`src/rtl/gshare_branch_predictor.sv`:
```
// gshare_branch_predictor
//   Next-fetch-PC predictor for the IF stage. A direct-mapped, tagged BTB
//   supplies the target. A gshare PHT of 2-bit saturating counters, indexed by
//   pc xor global history, supplies the direction. The prediction is purely
//   combinational and reads only registered state. EX-stage updates take
//   effect from the next cycle.
//
// Ports
//   clk             in   clock, all state changes on the rising edge
//   reset           in   synchronous active-high reset
//   current_pc      in   PC being fetched this cycle
//   pred_pc         out  predicted next fetch PC
//   pred_taken      out  BTB hit and PHT counter predicts taken
//   pred_pht_idx    out  PHT index used for this prediction (travels to EX)
//   update_valid    in   EX resolved a non-squashed control-flow instruction
//   update_pc       in   PC of the resolved instruction
//   update_pht_idx  in   pred_pht_idx that travelled with that instruction
//   update_taken    in   resolved direction
//   update_target   in   resolved taken target
module gshare_branch_predictor #(
  parameter int BTB_IDX_BITS = 5,
  parameter int BHR_BITS     = 5
) (
  input  logic                clk,
  input  logic                reset,
  input  logic [31:0]         current_pc,
  output logic [31:0]         pred_pc,
  output logic                pred_taken,
  output logic [BHR_BITS-1:0] pred_pht_idx,
  input  logic                update_valid,
  input  logic [31:0]         update_pc,
  input  logic [BHR_BITS-1:0] update_pht_idx,
  input  logic                update_taken,
  input  logic [31:0]         update_target
);

  localparam int BTB_ENTRIES = 1 << BTB_IDX_BITS;
  localparam int PHT_ENTRIES = 1 << BHR_BITS;
  localparam int TAG_BITS    = 32 - BTB_IDX_BITS - 2;

  logic [BTB_ENTRIES-1:0] btb_valid;
  logic [TAG_BITS-1:0]    btb_tag    [BTB_ENTRIES];
  logic [31:0]            btb_target [BTB_ENTRIES];
  logic [1:0]             pht        [PHT_ENTRIES];
  logic [BHR_BITS-1:0]    bhr;

  logic [BTB_IDX_BITS-1:0] pred_bi;
  logic [TAG_BITS-1:0]     pred_tag;
  logic                    pred_hit;
  logic [BTB_IDX_BITS-1:0] upd_bi;
  logic [TAG_BITS-1:0]     upd_tag;
  logic                    do_update;

  // Instruction-alignment bits never take part in indexing or tagging.
  logic unused_pc_lsbs;
  assign unused_pc_lsbs = ^{current_pc[1:0], update_pc[1:0]};

  // ---------------- predict ----------------
  assign pred_bi  = current_pc[BTB_IDX_BITS+1:2];
  assign pred_tag = current_pc[31:BTB_IDX_BITS+2];

  always_comb begin
    pred_pht_idx = current_pc[BHR_BITS+1:2] ^ bhr;
    pred_hit     = btb_valid[pred_bi] && (btb_tag[pred_bi] == pred_tag);
    pred_taken   = pred_hit && pht[pred_pht_idx][1];
    pred_pc      = pred_taken ? btb_target[pred_bi] : (current_pc + 32'd4);
  end

  // ---------------- update ----------------
  assign upd_bi    = update_pc[BTB_IDX_BITS+1:2];
  assign upd_tag   = update_pc[31:BTB_IDX_BITS+2];
  assign do_update = update_valid && !reset;

  function automatic logic [1:0] ctr_next(input logic [1:0] ctr, input logic taken);
    if (taken) return (ctr == 2'b11) ? 2'b11 : ctr + 2'd1;
    else       return (ctr == 2'b00) ? 2'b00 : ctr - 2'd1;
  endfunction

  // Valid bits, counters and history carry the trained state and are reset.
  always_ff @(posedge clk) begin
    if (reset) begin
      btb_valid <= '0;
      bhr       <= '0;
      for (int i = 0; i < PHT_ENTRIES; i++) pht[i] <= 2'b01;
    end else if (update_valid) begin
      pht[update_pht_idx] <= ctr_next(pht[update_pht_idx], update_taken);
      bhr                 <= {bhr[BHR_BITS-2:0], update_taken};
      if (update_taken) btb_valid[upd_bi] <= 1'b1;
    end
  end

  // Tags and targets are qualified by btb_valid, so they need no reset.
  always_ff @(posedge clk) begin
    if (do_update && update_taken) begin
      btb_tag[upd_bi]    <= upd_tag;
      btb_target[upd_bi] <= update_target;
    end
  end

endmodule

```
`config.mk`:
```
export PLATFORM = sky130hd
export DESIGN_NAME = gshare_branch_predictor
export DESIGN_NICKNAME = d
export VERILOG_FILES = /design/src/rtl/gshare_branch_predictor.sv
export SDC_FILE = /design/constraint.sdc
export NUM_CORES = 2
export LEC_CHECK = 0
export ABC_AREA = 1
export ABC_CLOCK_PERIOD_IN_PS = 3200
export CORE_MARGIN = 4
export CORE_UTILIZATION = 45
export CTS_BUF_LIST = sky130_fd_sc_hd__clkbuf_2 sky130_fd_sc_hd__clkbuf_4 sky130_fd_sc_hd__clkbuf_8
export CTS_CLUSTER_SIZE = 16
export DETAILED_ROUTE_END_ITERATION = 8
export DONT_BUFFER_PORTS = 1
export PLACE_DENSITY = 0.6
export RECOVER_POWER = 50
export SETUP_SLACK_MARGIN = 0.15
export SLEW_MARGIN = 20
export SYNTH_ARGS = -nofsm -noshare
export SYNTH_HDL_FRONTEND = slang
export SYNTH_SLANG_ARGS = --single-unit
```
`constraint.sdc`:
```
create_clock -name clk -period 3.2 [get_ports clk]
set_input_delay 0 -clock clk [delete_from_list [all_inputs] [get_ports clk]]
set_output_delay 0 -clock clk [all_outputs]
set_load 0.05 [all_outputs]
```
* Word level (Yosys, flattened, before mapping)
Memories as Yosys holds them, arrays and structs flattened. Index checks and enable logic that the tools add are counted.
Operators by class: $add $sub $neg 3, magnitude comparators 3, equality and inequality tests 2, muxes and demuxes 20, bitwise operators 2, reduce and logical (&&, ||, !) cells 9
Operators by type and width (number):
- 32-bit by 3-bit adder with 32-bit output (second input constant) | 1
- 32-bit two-way mux | 1
- 32-bit OR | 1
- 25-bit equality test | 1
- 5-bit by 6-bit less-than comparator with 1-bit output (second input constant) | 2
- 2-bit two-way mux | 6
- 1-bit two-way mux | 10
- 1-bit binary-select mux with 5-bit select | 1
- 1-bit demux with 5-bit select | 1
- 5-bit by 1-bit greater-or-equal comparator with 1-bit output (second input constant) | 1
- 1-bit logical AND | 5
- 5-bit two-way mux | 1
- 5-bit XOR | 1
- 2-bit by 1-bit adder with 2-bit output (second input constant) | 1
- 2-bit equality test (second input constant) | 1
- 2-bit logical NOT | 1
- 2-bit AND reduction | 1
- 2-bit OR reduction | 1
- 2-bit by 1-bit subtractor with 2-bit output (second input constant) | 1
- 1-bit logical NOT | 1
Word-level totals: register bits 37, memory bits (writable) 1888, input bits 105, output and inout bits 38, logic and storage cells 44, memories 3
Memory list:
- btb_target | depth 32, bits a word 32, rd ports 1, clocked after Yosys merged registers in 0, write ports 1, RTL line 43 | logic [31:0] btb_target [BTB_ENTRIES];
- btb_tag | depth 32, bits a word 25, rd ports 1, clocked after Yosys merged registers in 0, write ports 1, RTL line 42 | logic [TAG_BITS-1:0] btb_tag [BTB_ENTRIES];
- pht | depth 32, bits a word 2, rd ports 2, clocked after Yosys merged registers in 0, write ports 32, RTL line 44 | logic [1:0] pht [PHT_ENTRIES];

* Logic depth before layout (Yosys ltp)
An unclocked memory read counts as a cell.
depth after elaboration 7, gate-level depth with buffers 24, mapped depth without buffers 18

* Least setup slack after synthesis
No wires, ideal clock.
kind input -> register, from input reset, to memory btb_tag[10][0] in the netlist's numbering (enable), setup time 0.472 ns, arrival time 3.011 ns, data required time 2.728 ns, slack -0.283 ns, cell stages on the path 5, buffers on the path 2, path through clkbuf_1 > inv_2 > nand3_1 > clkbuf_1 > nor2_1
Between the ends: longest elaborated chain between the ends 5
RTL lines:
- start: declaration | RTL line 25 | input logic reset,
- 1-bit logical NOT | RTL line 72 | assign do_update = update_valid && !reset;
- 1-bit logical AND | RTL line 72
- 1-bit logical AND | RTL line 94 | if (do_update && update_taken) begin
- 1-bit two-way mux | RTL line 94
- 1-bit two-way mux (not written as such) | RTL line 95 | btb_tag[upd_bi] <= upd_tag;
- end: declaration | RTL line 42
Every way passes these cells.

* Worst setup path in the final report
from input current_pc[2], to output pred_pc[25]
Between the ends: longest elaborated chain between the ends 5, elaborated cells on any way between the ends 11, classes of those cells add/sub: 1; eq/ne: 1; mux: 3; bitwise: 1; reduce/logical: 2; memory: 3
RTL lines:
- start: declaration | RTL line 26 | input logic [31:0] current_pc,
- memory read 32 x 25 bit / 1-bit binary-select mux with 5-bit select (equally long branches)
- 25-bit equality test / 1-bit two-way mux (equally long branches) | RTL line 64 | pred_hit = btb_valid[pred_bi] && (btb_tag[pred_bi] == pred_tag);
- 1-bit logical AND | RTL line 64
- 1-bit logical AND | RTL line 65 | pred_taken = pred_hit && pht[pred_pht_idx][1];
- 32-bit two-way mux (*) | RTL line 66 | pred_pc = pred_taken ? btb_target[pred_bi] : (current_pc + 32'd4);
- end: declaration | RTL line 27 | output logic [31:0] pred_pc,
Mark *: on every way between the ends. The rest lies on a longest branch, timed or not. The select of a mux whose other input is x is not followed.

==> results.cfg <==
[timing]
setup_violations = 33
clock.fmax_ghz = 0.272
min_period_ns = 3.67
maxSlewHeadroom_pct = -3.26
maxSlewViolCount = 99
fin_hold_ws_ns = 0.132
finalSetupTns_ns = -13.61
skew_ns = 0.0422
period_share_pct = 115
grt_setup_unrepaired = true
tightest_slew_ns = 1.55
setup_slack_ns = -0.472
report.final.hold_viol_count = 0

[run]
drv_cap = 3

[global_route]
grt_pass1_vias = 52106
grt_antenna_before_repair = 15
grt_overflow = 0
grt_pass1_wl_mm = 355
grt_max_degree = 943
grt.total_usage_pct = 26.6

[placed_design]
place.gp.congestion = 0.991
dpl_worst_slack_ns = -0.366
portBuffers = 0
placed_cell_area_um2 = 83300
hpwl_mm = 125
dp_cells = 8824

[synth]
synth_edf_count = 1888
ys_top_cells_by_area = edfxtp_1 (72%), nand2_1 (5.7%), nor2_1 (5.3%)
netlist_instances = 6649
synth_nets = 6755
synth.cell_area_um2 = 78600
synthArstFlopShare_pct = 0
yosysTopAreaCellShare_pct = 72.1
yosysTopAreaCell = edfxtp_1
synth_flop_cell = edfxtp_1
synth_seq_area_share_pct = 73.0
ys_ff_latch = 1925
synth_area_per_cell_um2 = 11.8
ys_warn_count = 0
ys_types = 44

[worst_setup_path]
required_ns = 3.20
end_kind = output port
cp_max_fo = 163
arrival_ns = 3.67
crit_type = in2out
startpoint = current_pc[2]
r2r-start = pht[24][1]$_SDFFCE_PN0P_
start_kind = input pin

[clock_network]
clk_path_buf_depth = 4
path_clk_slew_ns = 0.05
cts_buffers = 333
cts_tree = yes
insertion_delay_ns = 1.00
clockRootBuffer = clkbuf_8
cts_sinks = 1925
cts_max_level = 5

[floorplanning]
die_y_um = 426
rows = 153
design.core.area_um2 = 174000
initial_core_util_pct = 45.2
ioPinCount = 143
fp.dieW_um = 426
die_area_um2 = 182000

[layout]
final_nets = 7107
fin_cells = 9568
syn_to_final_growth_pct = 16.8
nFillCells = 14916
design_area_um2 = 91900
multiInputGateArea_um2 = 19600
utilization_pct = 52.8
register_area_um2 = 57400
drive_gt1_share_pct = 13.5

[pwr]
power_frac_comb_pct = 7.0
seq_power_share_pct = 53.0
power.switching_mw = 12.3
p_int_mw = 40.3
p_clk_share_pct = 40.0
peakVddDrop_mv = 0.448
total_power_mw = 52.6
switching_share_pct = 23.4
power.leakage_nw = 31.6
p_per_area_nw_per_um2 = 572

[detailed_routing]
first_iter_violations = 6895
wl_per_cell_um = 26.0
ant_nets = 0
drc = 0
viasPerCell = 5.79
first_pass_iters = 8
wl_met2_mm = 114
wl_met1_mm = 99.3
top_layer = met5
wl_mm = 248
wl_met3_mm = 23.5
vias = 55374

[hold_path]
hp-class = in2reg
min_from = update_pht_idx[0]

[status]
status = finished, violations left
violations = max-capacitance violations, max-slew violations, negative setup slack
[cell usage in the layout, fill, tap and decap left out, types with 7 or more instances in the layout]
master	netlist	final
nor3_1	30	29
a22oi_1	16	16
nand3_1	476	450
o21ai_4	0	12
a31oi_1	63	62
o22ai_1	238	238
clkinv_1	2	73
buf_12	0	107
dlygate4sd3_1	0	95
nor2_2	2	10
buf_4	13	154
nand4_1	10	10
clkinv_2	0	23
nor2_4	1	41
o211a_1	10	10
nand2_2	0	41
clkbuf_4	0	115
nand2_1	1185	1115
clkbuf_1	263	40
a221o_1	16	16
clkbuf_8	0	338
inv_1	182	178
dfxtp_1	37	35
diode_2	0	19
o21ai_0	727	723
xor2_1	24	23
a21oi_1	120	120
edfxtp_1	1888	1888
nor2_1	1109	1061
o221ai_1	30	30
nand3_2	2	27
buf_8	0	7
nand2_4	1	29
buf_6	20	19
[kinds of logic (layout without fill, tap and decap cells)]
logic type / after synthesis / count (layout) / share of synthesized area, %
compound gates: 1247 / 1247 / 8.81
xor+xnor: 30 / 30 / 0.334
fa+ha+maj: 1 / 1 / 0.0159
buf+inv: 612 / 1187 / 3.31
flops: 1925 / 1925 / 73.0
other cells: 0 / 19 / 0
simple gates: 2834 / 2834 / 14.5
[synthesized netlist by cell type, types with 20 or more instances]
cell type,instances
a21oi_1,120
a31oi_1,63
buf_1,41
buf_2,86
buf_6,20
clkbuf_1,263
dfxtp_1,37
edfxtp_1,1888
inv_1,182
nand2_1,1185
nand3_1,476
nor2_1,1109
nor3_1,30
o21ai_0,727
o221ai_1,30
o22ai_1,238
xor2_1,24
[worst max-delay path: stages]
cell and delay [ns]:
buf_16 0.34, inv_16 0.37, buf_12 0.32, buf_4 0.25, buf_4 0.24, o21ai_0 0.10, o22ai_1 0.13, o21ai_0 0.09
nor2_1 0.22, nor2_1 0.10, a31oi_2 0.29, buf_4 0.18, nor3_1 0.05, buf_4 0.14, nor2_4 0.25, buf_12 0.18
[routing by layer]
layer  vias up  global-route usage [%]
li1      24494                       -
met1     27237                    36.6
met2      3003                    40.9
met3       636                    4.97
met4         4                    12.5
met5         -                       0
[cell type report]
type / instances / share of cell area (%)
Antenna cell: 19 / 0.0518
Clock buffer: 453 / 6.00
Clock inverter: 105 / 0.576
Inverter: 189 / 0.820
Multi-Input combinational cell: 4112 / 21.3
Sequential cell: 1925 / 62.5
Tap cell: 2325 / 3.17
Timing Repair Buffer: 440 / 5.54
[sequential cells by signal, indices dropped and copies added (netlist names)]
register	flops
btb_tag	800
btb_valid	32
bhr	5
pht	64
btb_target	1024
[power groups by stage]
stage / sequential [mW] / clock (mW) / combinational, mW
3_5_place_dp: 28.4 / 0 / 2.81
6_report: 27.9 / 21.0 / 3.69
4_1_cts: 27.8 / 21.3 / 3.38
2_1_floorplan: 28.4 / 0 / 1.97
3_3_place_gp: 28.4 / 0 / 2.79
5_1_grt: 27.8 / 22.5 / 3.97
[final timing paths]
path,cells after the start,endpoint,slack [ns]
setup / recovery,16,pred_pc[25],-0.47
hold / removal,6,pht[14][0]$_SDFFCE_PN1P_,0.13
setup reg to reg,11,pht[20][0]$_SDFFCE_PN1P_,0.48
hold reg to reg,2,btb_valid[0]$_SDFFE_PP0P_,0.47
[repair_timing]
action,CTS,global route
pin swaps,27,24
endpoints found under the hold margin,3113,1024
gates cloned,2,6
gates resized for setup,151,77
hold buffers,110,32
setup endpoints to repair,33,33
buffers inserted,9,4
No activity file was read; power rests on OpenSTA's default activity.
